==> src/rtl/bit_serial_tx.sv <==
// bit_serial_tx: parallel-to-serial operand transmitter for the bit-serial datapath.
// It accepts a WIDTH-bit word over a valid/ready handshake and sends it LSB-first.
// After the data bits it sends EXT sign-extension bits.
// It also drives the shift/sign strobes used by the downstream serial accumulator.
module bit_serial_tx #(
  parameter int WIDTH  = 8,
  parameter int EXT    = 8,
  parameter bit SIGNED = 1'b1
) (
  input  logic             i_clk,
  input  logic             i_rst_n,
  input  logic [WIDTH-1:0] i_data,
  input  logic             i_valid,
  output logic             o_ready,
  input  logic             i_stall,
  output logic             o_bit,
  output logic             o_sign,
  output logic             o_con_shift,
  output logic             o_con_sign,
  output logic             o_last,
  output logic             o_busy
);

  localparam int CNT_W = $clog2(WIDTH + EXT);
  // Count value of the final data bit and of the final bit of the whole frame.
  localparam logic [CNT_W-1:0] CNT_DATA_END = CNT_W'(WIDTH - 1);
  localparam logic [CNT_W-1:0] CNT_END      = CNT_W'(WIDTH + EXT - 1);

  typedef enum logic [1:0] {IDLE, DATA, SIGN} state_t;

  state_t             state_q;
  logic [WIDTH-1:0]   sreg_q;
  logic [CNT_W-1:0]   cnt_q;
  logic               sign_q;

  logic busy;
  logic last;
  logic ready;
  logic accept;
  logic advance;

  // Handshake and frame-progress terms shared by the FSM and the output decode.
  always_comb begin
    busy    = (state_q != IDLE);
    advance = busy & ~i_stall;
    last    = advance & (cnt_q == CNT_END);
    ready   = i_rst_n & ((state_q == IDLE) | last);
    accept  = i_valid & ready;
  end

  // Frame FSM: shift/count on each non-stalled bit cycle, reload on accept.
  always_ff @(posedge i_clk) begin
    if (!i_rst_n) begin
      state_q <= IDLE;
      sreg_q  <= '0;
      cnt_q   <= '0;
      sign_q  <= 1'b0;
    end else begin
      if (advance) begin
        sreg_q <= sreg_q >> 1;
        cnt_q  <= cnt_q + 1'b1;
        if (state_q == DATA && cnt_q == CNT_DATA_END) begin
          state_q <= (EXT > 0) ? SIGN : IDLE;
        end else if (state_q == SIGN && cnt_q == CNT_END) begin
          state_q <= IDLE;
        end
      end
      // A word accepted on the last bit of a frame overrides the frame end,
      // so back-to-back words stream without a bubble.
      if (accept) begin
        state_q <= DATA;
        sreg_q  <= i_data;
        cnt_q   <= '0;
        sign_q  <= SIGNED ? i_data[WIDTH-1] : 1'b0;
      end
    end
  end

  // Output decode; everything is held at 0 while reset is asserted.
  always_comb begin
    o_ready     = 1'b0;
    o_bit       = 1'b0;
    o_sign      = 1'b0;
    o_con_shift = 1'b0;
    o_con_sign  = 1'b0;
    o_last      = 1'b0;
    o_busy      = 1'b0;
    if (i_rst_n) begin
      o_ready     = ready;
      o_sign      = sign_q;
      o_con_shift = advance;
      o_con_sign  = advance & (state_q == SIGN);
      o_last      = last;
      o_busy      = busy;
      case (state_q)
        DATA:    o_bit = sreg_q[0];
        SIGN:    o_bit = sign_q;
        default: o_bit = 1'b0;
      endcase
    end
  end

endmodule

==> config.mk <==
export PLATFORM = sky130hd
export DESIGN_NAME = bit_serial_tx
export DESIGN_NICKNAME = d
export VERILOG_FILES = /design/src/rtl/bit_serial_tx.sv
export SDC_FILE = /design/constraint.sdc
export NUM_CORES = 1
export LEC_CHECK = 0
export CAP_MARGIN = 20
export CORE_ASPECT_RATIO = 0.7
export CORE_MARGIN = 1
export CORE_UTILIZATION = 40
export DETAILED_ROUTE_END_ITERATION = 8
export PLACE_DENSITY = 0.72
export SETUP_SLACK_MARGIN = 0.05
export SLEW_MARGIN = 20
export SYNTH_ARGS = -nofsm -noshare
export SYNTH_HDL_FRONTEND = slang
export SYNTH_SLANG_ARGS = --single-unit
==> constraint.sdc <==
create_clock -name i_clk -period 1.4 [get_ports i_clk]
set_input_delay 0.42 -clock i_clk [delete_from_list [all_inputs] [get_ports i_clk]]
set_output_delay 0.42 -clock i_clk [all_outputs]
set_load 0.02 [all_outputs]
# [After elaboration in Yosys (flattened, before gate mapping)]
# Cells that the tools add are included.
[op_classes] mux=14 bitwise=8 reduce_logical=10 n_addsub=1 n_eq_ne=4
[op_table] op="two-way mux 8 bit" count=2
[op_table] op="two-way mux 1 bit" count=9
[op_table] op="nonzero test 2 bit" count=3
[op_table] op="AND 1 bit" count=5
[op_table] op="adder 4 x 1 -> 4 bit (second input constant)" count=1
[op_table] op="equality test 4 x 3 -> 1 bit (second input constant)" count=1
[op_table] op="equality test 4 bit (second input constant)" count=1
[op_table] op="two-way mux 2 bit" count=2
[op_table] op="AND reduction 2 bit" count=2
[op_table] op="nonzero test 3 bit" count=1
[op_table] op="equality test 2 x 1 -> 1 bit (second input constant)" count=1
[op_table] op="equality test 2 bit (second input constant)" count=1
[op_table] op="logical AND 1 bit" count=2
[op_table] op="logical NOT 2 bit" count=1
[op_table] op="inverter 1 bit" count=2
[op_table] op="one-hot mux 1 bit (2 select lines)" count=1
[op_table] op="OR reduction 2 bit" count=1
[op_table] op="bitwise OR 1 bit" count=1
[word_totals] output_inout_bits=7 input_bits=12 ff_bits=15

# [Logic depth before layout (Yosys ltp)]
[depth] depth_word=8 depth_mapped=6 mapped_depth_nobuf=5

# [Least setup slack after synthesis]
# No wires, ideal clock.
[synth_timing] path_type="reg-to-output" startpoint="register state_q[0]" endpoint="output o_con_sign" path_buffers=0 required_ns=0.980 setup_slack_ns=-0.398 stages_incl_launch_ff=6 arrival_ns=1.378 path_cell_list="dfxtp_1 > inv_1 > ha_1 > nand2b_1 > nor2_1 > and2_1"
[synth_between] elab_chain_len=4
[synth_lines] item="start: declaration" line="31" text="state_t state_q;"
[synth_lines] item="start signal: assignment" line="63" text="state_q <= (EXT > 0) ? SIGN : IDLE;"
[synth_lines] item="nonzero test 2 bit" line="44" text="busy = (state_q != IDLE);"
[synth_lines] item="AND 1 bit" line="45" text="advance = busy & ~i_stall;"
[synth_lines] item="AND 1 bit *" line="92" text="o_con_sign = advance & (state_q == SIGN);"
[synth_lines] item="two-way mux 1 bit *" line="88" text="if (i_rst_n) begin"
[synth_lines] item="end: declaration" line="19" text="output logic o_con_sign,"
# Every way passes the cells marked *; elsewhere a longest branch is shown, timed or not.

# [Worst setup path in the final report]
# Same ends and word-level chain as after synthesis.

==> run_results.csv <==
group,metric,value,unit
setup_path,crit_path_cell_trace,"inv_4, ha_4, nand2b_4, nor2_4, and2_4, buf_6",
pwr,power_dens_cells,695,nW/um^2
setup_path,worst-path-buf-inv,2,
routing,drtAntennaViolNets,0,
timing,period_share,127,%
clock_tree,post_cts_hold_buffer_count,0,
logic_synthesis,synth_seq_area_share,34.5,%
routing,dr_total_vias,912,
setup_path,setup.worst_path.class,"reg2out",
timing,rsz0062_at_grt,"yes",
logic_synthesis,synth_enable_flop_cells,0,
logic_synthesis,total_nets_after_synthesis,112,
cells_and_area,nNetsFinal,160,
routing,route.detailed.drc,2,
hold_path,worst_hold_startpoint,"sign_q$_SDFFE_PN0P_",
setup_path,worst_path_max_delay_cell,"dfxtp_4",
setup_path,worst-r2r-setup-slack,-0.31,ns
hold_path,min_delay_path_depth,2,
cells_and_area,syn2layout_area_growth,72.1,%
hold_path,min-delay-path-class,"reg2reg",
cells_and_area,layout-drive-gt1-share,51.7,%
global_route,groute.usage.overall,25.1,%
logic_synthesis,post-synth-top-count-cell,"dfxtp_1",
floorplan,effective_utilization_at_floorplan,44.6,%
pwr,power.share.clock,25.8,%
global_route,grt_start_max_net_pins,17,
cells_and_area,final_area,1500,sq um
pwr,pwr-share-seq,45.4,%
logic_synthesis,synth_cell_type_count,30,
logic_synthesis,syn_area,871,sq um
timing,tns,-4.09,ns
pwr,vdd_ir_drop_max,0.000531,V
logic_synthesis,post_synth_fa_ha_maj_area_fraction,5.75,%
timing,setup_viol,21,
logic_synthesis,synthesis.area_per_instance,9.07,sq um
setup_path,crit_path_end_kind,"output port",
logic_synthesis,synth.mux.area_fraction,11.5,%
floorplan,fp.dieArea,2370,sq um
cells_and_area,final_cell_count_no_fill,165,
pwr,switching_power,312,uW
logic_synthesis,number_of_synthesized_register_bits,15,
routing,wirelength,2700,microns
routing,first_pass_iters,6,
pwr,comb_power_share,28.8,%
setup_path,worstRegToRegCells,7,
flow_run,drv.max_cap_violation_count,0,
timing,fmaxAchievable,561,MHz
run_status,violated_checks,"DRC, setup timing",
clock_tree,cts_tree,"yes",
floorplan,floorplan.io_pins,19,
logic_synthesis,netlist_instances,96,
logic_synthesis,synth_compound_area_share,16.5,%
routing,first_iter_violations,38,
placement,place_hpwl,1650,microns
logic_synthesis,post_synth_and_or_nand_nor_area_fraction,23.6,%
routing,route.detailed.vias_per_inst,5.53,
global_route,first_global_vias,844,
clock_tree,cts_buffer_depth,2,
setup_path,worst_path_largest_cell_delay,0.38,ns
logic_synthesis,main_synth_ff_type,"dfxtp_1",
setup_path,critical-path-top-delay-family,"flip-flops",
placement,place.detailed.instances,155,
floorplan,die_w,57.8,microns
clock_tree,cts-root-buf,"clkbuf_4",
run_status,run_status,"finished, violations left",
cells_and_area,fillers,134,
timing,number_of_endpoints_with_negative_hold_slack_in_the_final_report,0,
timing,worst_slew_margin_rel,83.3,%
cells_and_area,multi_input_comb_area,679,sq um
clock_tree,cts-buffers-inserted,3,
cells_and_area,num_antenna_cells,0,
cells_and_area,register_area,309,sq um
logic_synthesis,netlist_top_cells_area,"dfxtp_1 34%, mux2i_1 11%, o211ai_1 6.0%, ha_1 5.7%, or3_1 5.7%",
global_route,initial_antenna_violation_count,0,
timing,drv_slew,0,
floorplan,die_height,41.0,microns
pwr,total_leakage_power,0.000650,uW
setup_path,timing.rr.end,"state_q[1]$_SDFFE_PP0P_",
placement,placed_standard_cell_area,1300,sq um
pwr,power_switching_share,29.9,%
logic_synthesis,yosysTopAreaCellShare,34.5,%
timing,max_slew.worst_pin.slew,0.248,ns
global_route,grt_pass1_wl,4120,microns
clock_tree,clk-insertion-delay-late,0.30,ns
logic_synthesis,synth_top_family_by_area,"simple AND/OR/NAND/NOR gates",
floorplan,area_of_the_core,1950,sq um
setup_path,worstPathRequired,0.98,ns
setup_path,crit_fanout,3,
logic_synthesis,synth_largest_area_cell,"dfxtp_1",
timing,fin_crit,1.78,ns
timing,fin_ws,-0.381,ns
placement,place_congestion,0.754,
clock_tree,cts_max_level,1,
logic_synthesis,synth_common_cells,"15 x dfxtp_1, 12 x nand2_1, 10 x mux2i_1",
setup_path,timing.critical_path.from_type,"flip-flop",
placement,placement.io_buffers,18,
clock_tree,cts_num_sinks,15,
logic_synthesis,synth_xor_xnor_area_share,2.01,%
pwr,intPower,730,uW
setup_path,critical_path.reg2reg.startpoint,"state_q[0]$_SDFFE_PN0P_",
hold_path,hold_end,"sign_q$_SDFFE_PN0P_",
clock_tree,cts.reportedPaths.clkPinSlew,0.10,ns
floorplan,num_rows,13,
logic_synthesis,async_reset_ff_share,0,%
global_route,grt.overflow.total,0,
setup_path,crit_arrival,1.36,ns
routing,wl_per_cell,16.4,microns
logic_synthesis,ys_warn_count,0,
timing,finClkSkew,0.00932,ns
==> per-layer routing <==
layer	part of all wire [%]	GRT usage, %	wire [microns]
met1	45	30.2	1210
met2	48	44.2	1310
met3	5.1	6.31	139
met4	1.6	11.9	42
met5	0	0	0
==> logic make-up after synthesis <==
kind of cell	after synthesis
AO/OA/AOI/OAI	18
AND/OR/NAND/NOR	36
buffers and inverters	11
adder cells (fa/ha/maj)	4
multiplexers	10
flip-flops	15
XOR/XNOR	2
==> area by class of cell <==
cell class                 instances  share of cell area (%)
clock buffer                       4                    1.75
inverter                           6                    1.67
multi-input combinational         71                    45.3
timing repair buffer              47                    28.8
sequential                        15                    20.6
tap                               22                    1.84
==> worst max-delay path by stage <==
stage | start | end | slack [ns] | cells past startpoint
after floorplan | state_q[1]$_SDFFE_PP0P_ | o_con_sign | -0.06 | 5
after global placement | i_rst_n | o_ready | -0.89 | 5
after detailed placement | i_rst_n | o_ready | -0.91 | 5
after CTS | state_q[0]$_SDFFE_PN0P_ | o_bit | -0.37 | 5
after global routing | state_q[0]$_SDFFE_PN0P_ | o_con_sign | -0.44 | 6
final | state_q[0]$_SDFFE_PN0P_ | o_con_sign | -0.38 | 6
==> cell usage in the layout (no fill, tap or decap), types with 2 or more instances in the layout <==
master,netlist,final
buf_6,0,12
inv_1,6,2
inv_2,0,3
o21ai_0,4,2
xnor2_1,2,2
or3_1,8,7
nand2_1,12,10
a211oi_2,2,2
nor2_4,1,4
o211ai_1,7,7
clkbuf_4,0,3
nor3_1,3,3
mux2i_1,10,10
dfxtp_1,15,10
buf_4,0,23
clkdlybuf4s50_1,0,9
dfxtp_2,0,4
ha_4,0,4
==> tightest hold or removal path: cells and delay by family, from the launching register on <==
kind	cells	cell delay (ns)
flops	1	0.35
simple gates	1	0.05
mux	1	0.05
==> metrics by stage <==
step,util (%),hold slack [ns],setup slack [ns],total power [uW]
floorplan,-,0.448,-0.0598,615
global placement,66.6,0.467,-0.891,716
detailed placement,66.6,0.471,-0.913,723
CTS,74.9,0.471,-0.374,1020
global route,76.8,0.505,-0.442,1090
finish,76.8,0.487,-0.381,1040
==> registers in the layout (all words and copies together), names as in the netlist <==
name and flops:
sreg_q 8, cnt_q 4, state_q 2, sign_q 1
==> what timing repair did <==
item | in CTS | in global routing
pin swaps | 11 | 5
setup buffers | 4 | 1
endpoints found under the setup margin | 22 | 22
cloned | 1 | 0
resized for setup | 70 | 9
==> power groups by stage <==
| stage | registers (uW) | logic (uW) | clock network [uW] |
|---|---|---|---|
| 2_1_floorplan | 474 | 141 | 0 |
| 6_report | 473 | 300 | 269 |
| 4_1_cts | 471 | 284 | 269 |
| 3_5_place_dp | 478 | 245 | 0 |
| 3_3_place_gp | 478 | 239 | 0 |
| 5_1_grt | 475 | 320 | 291 |
Note: power is estimated with default switching activity, not from simulation.
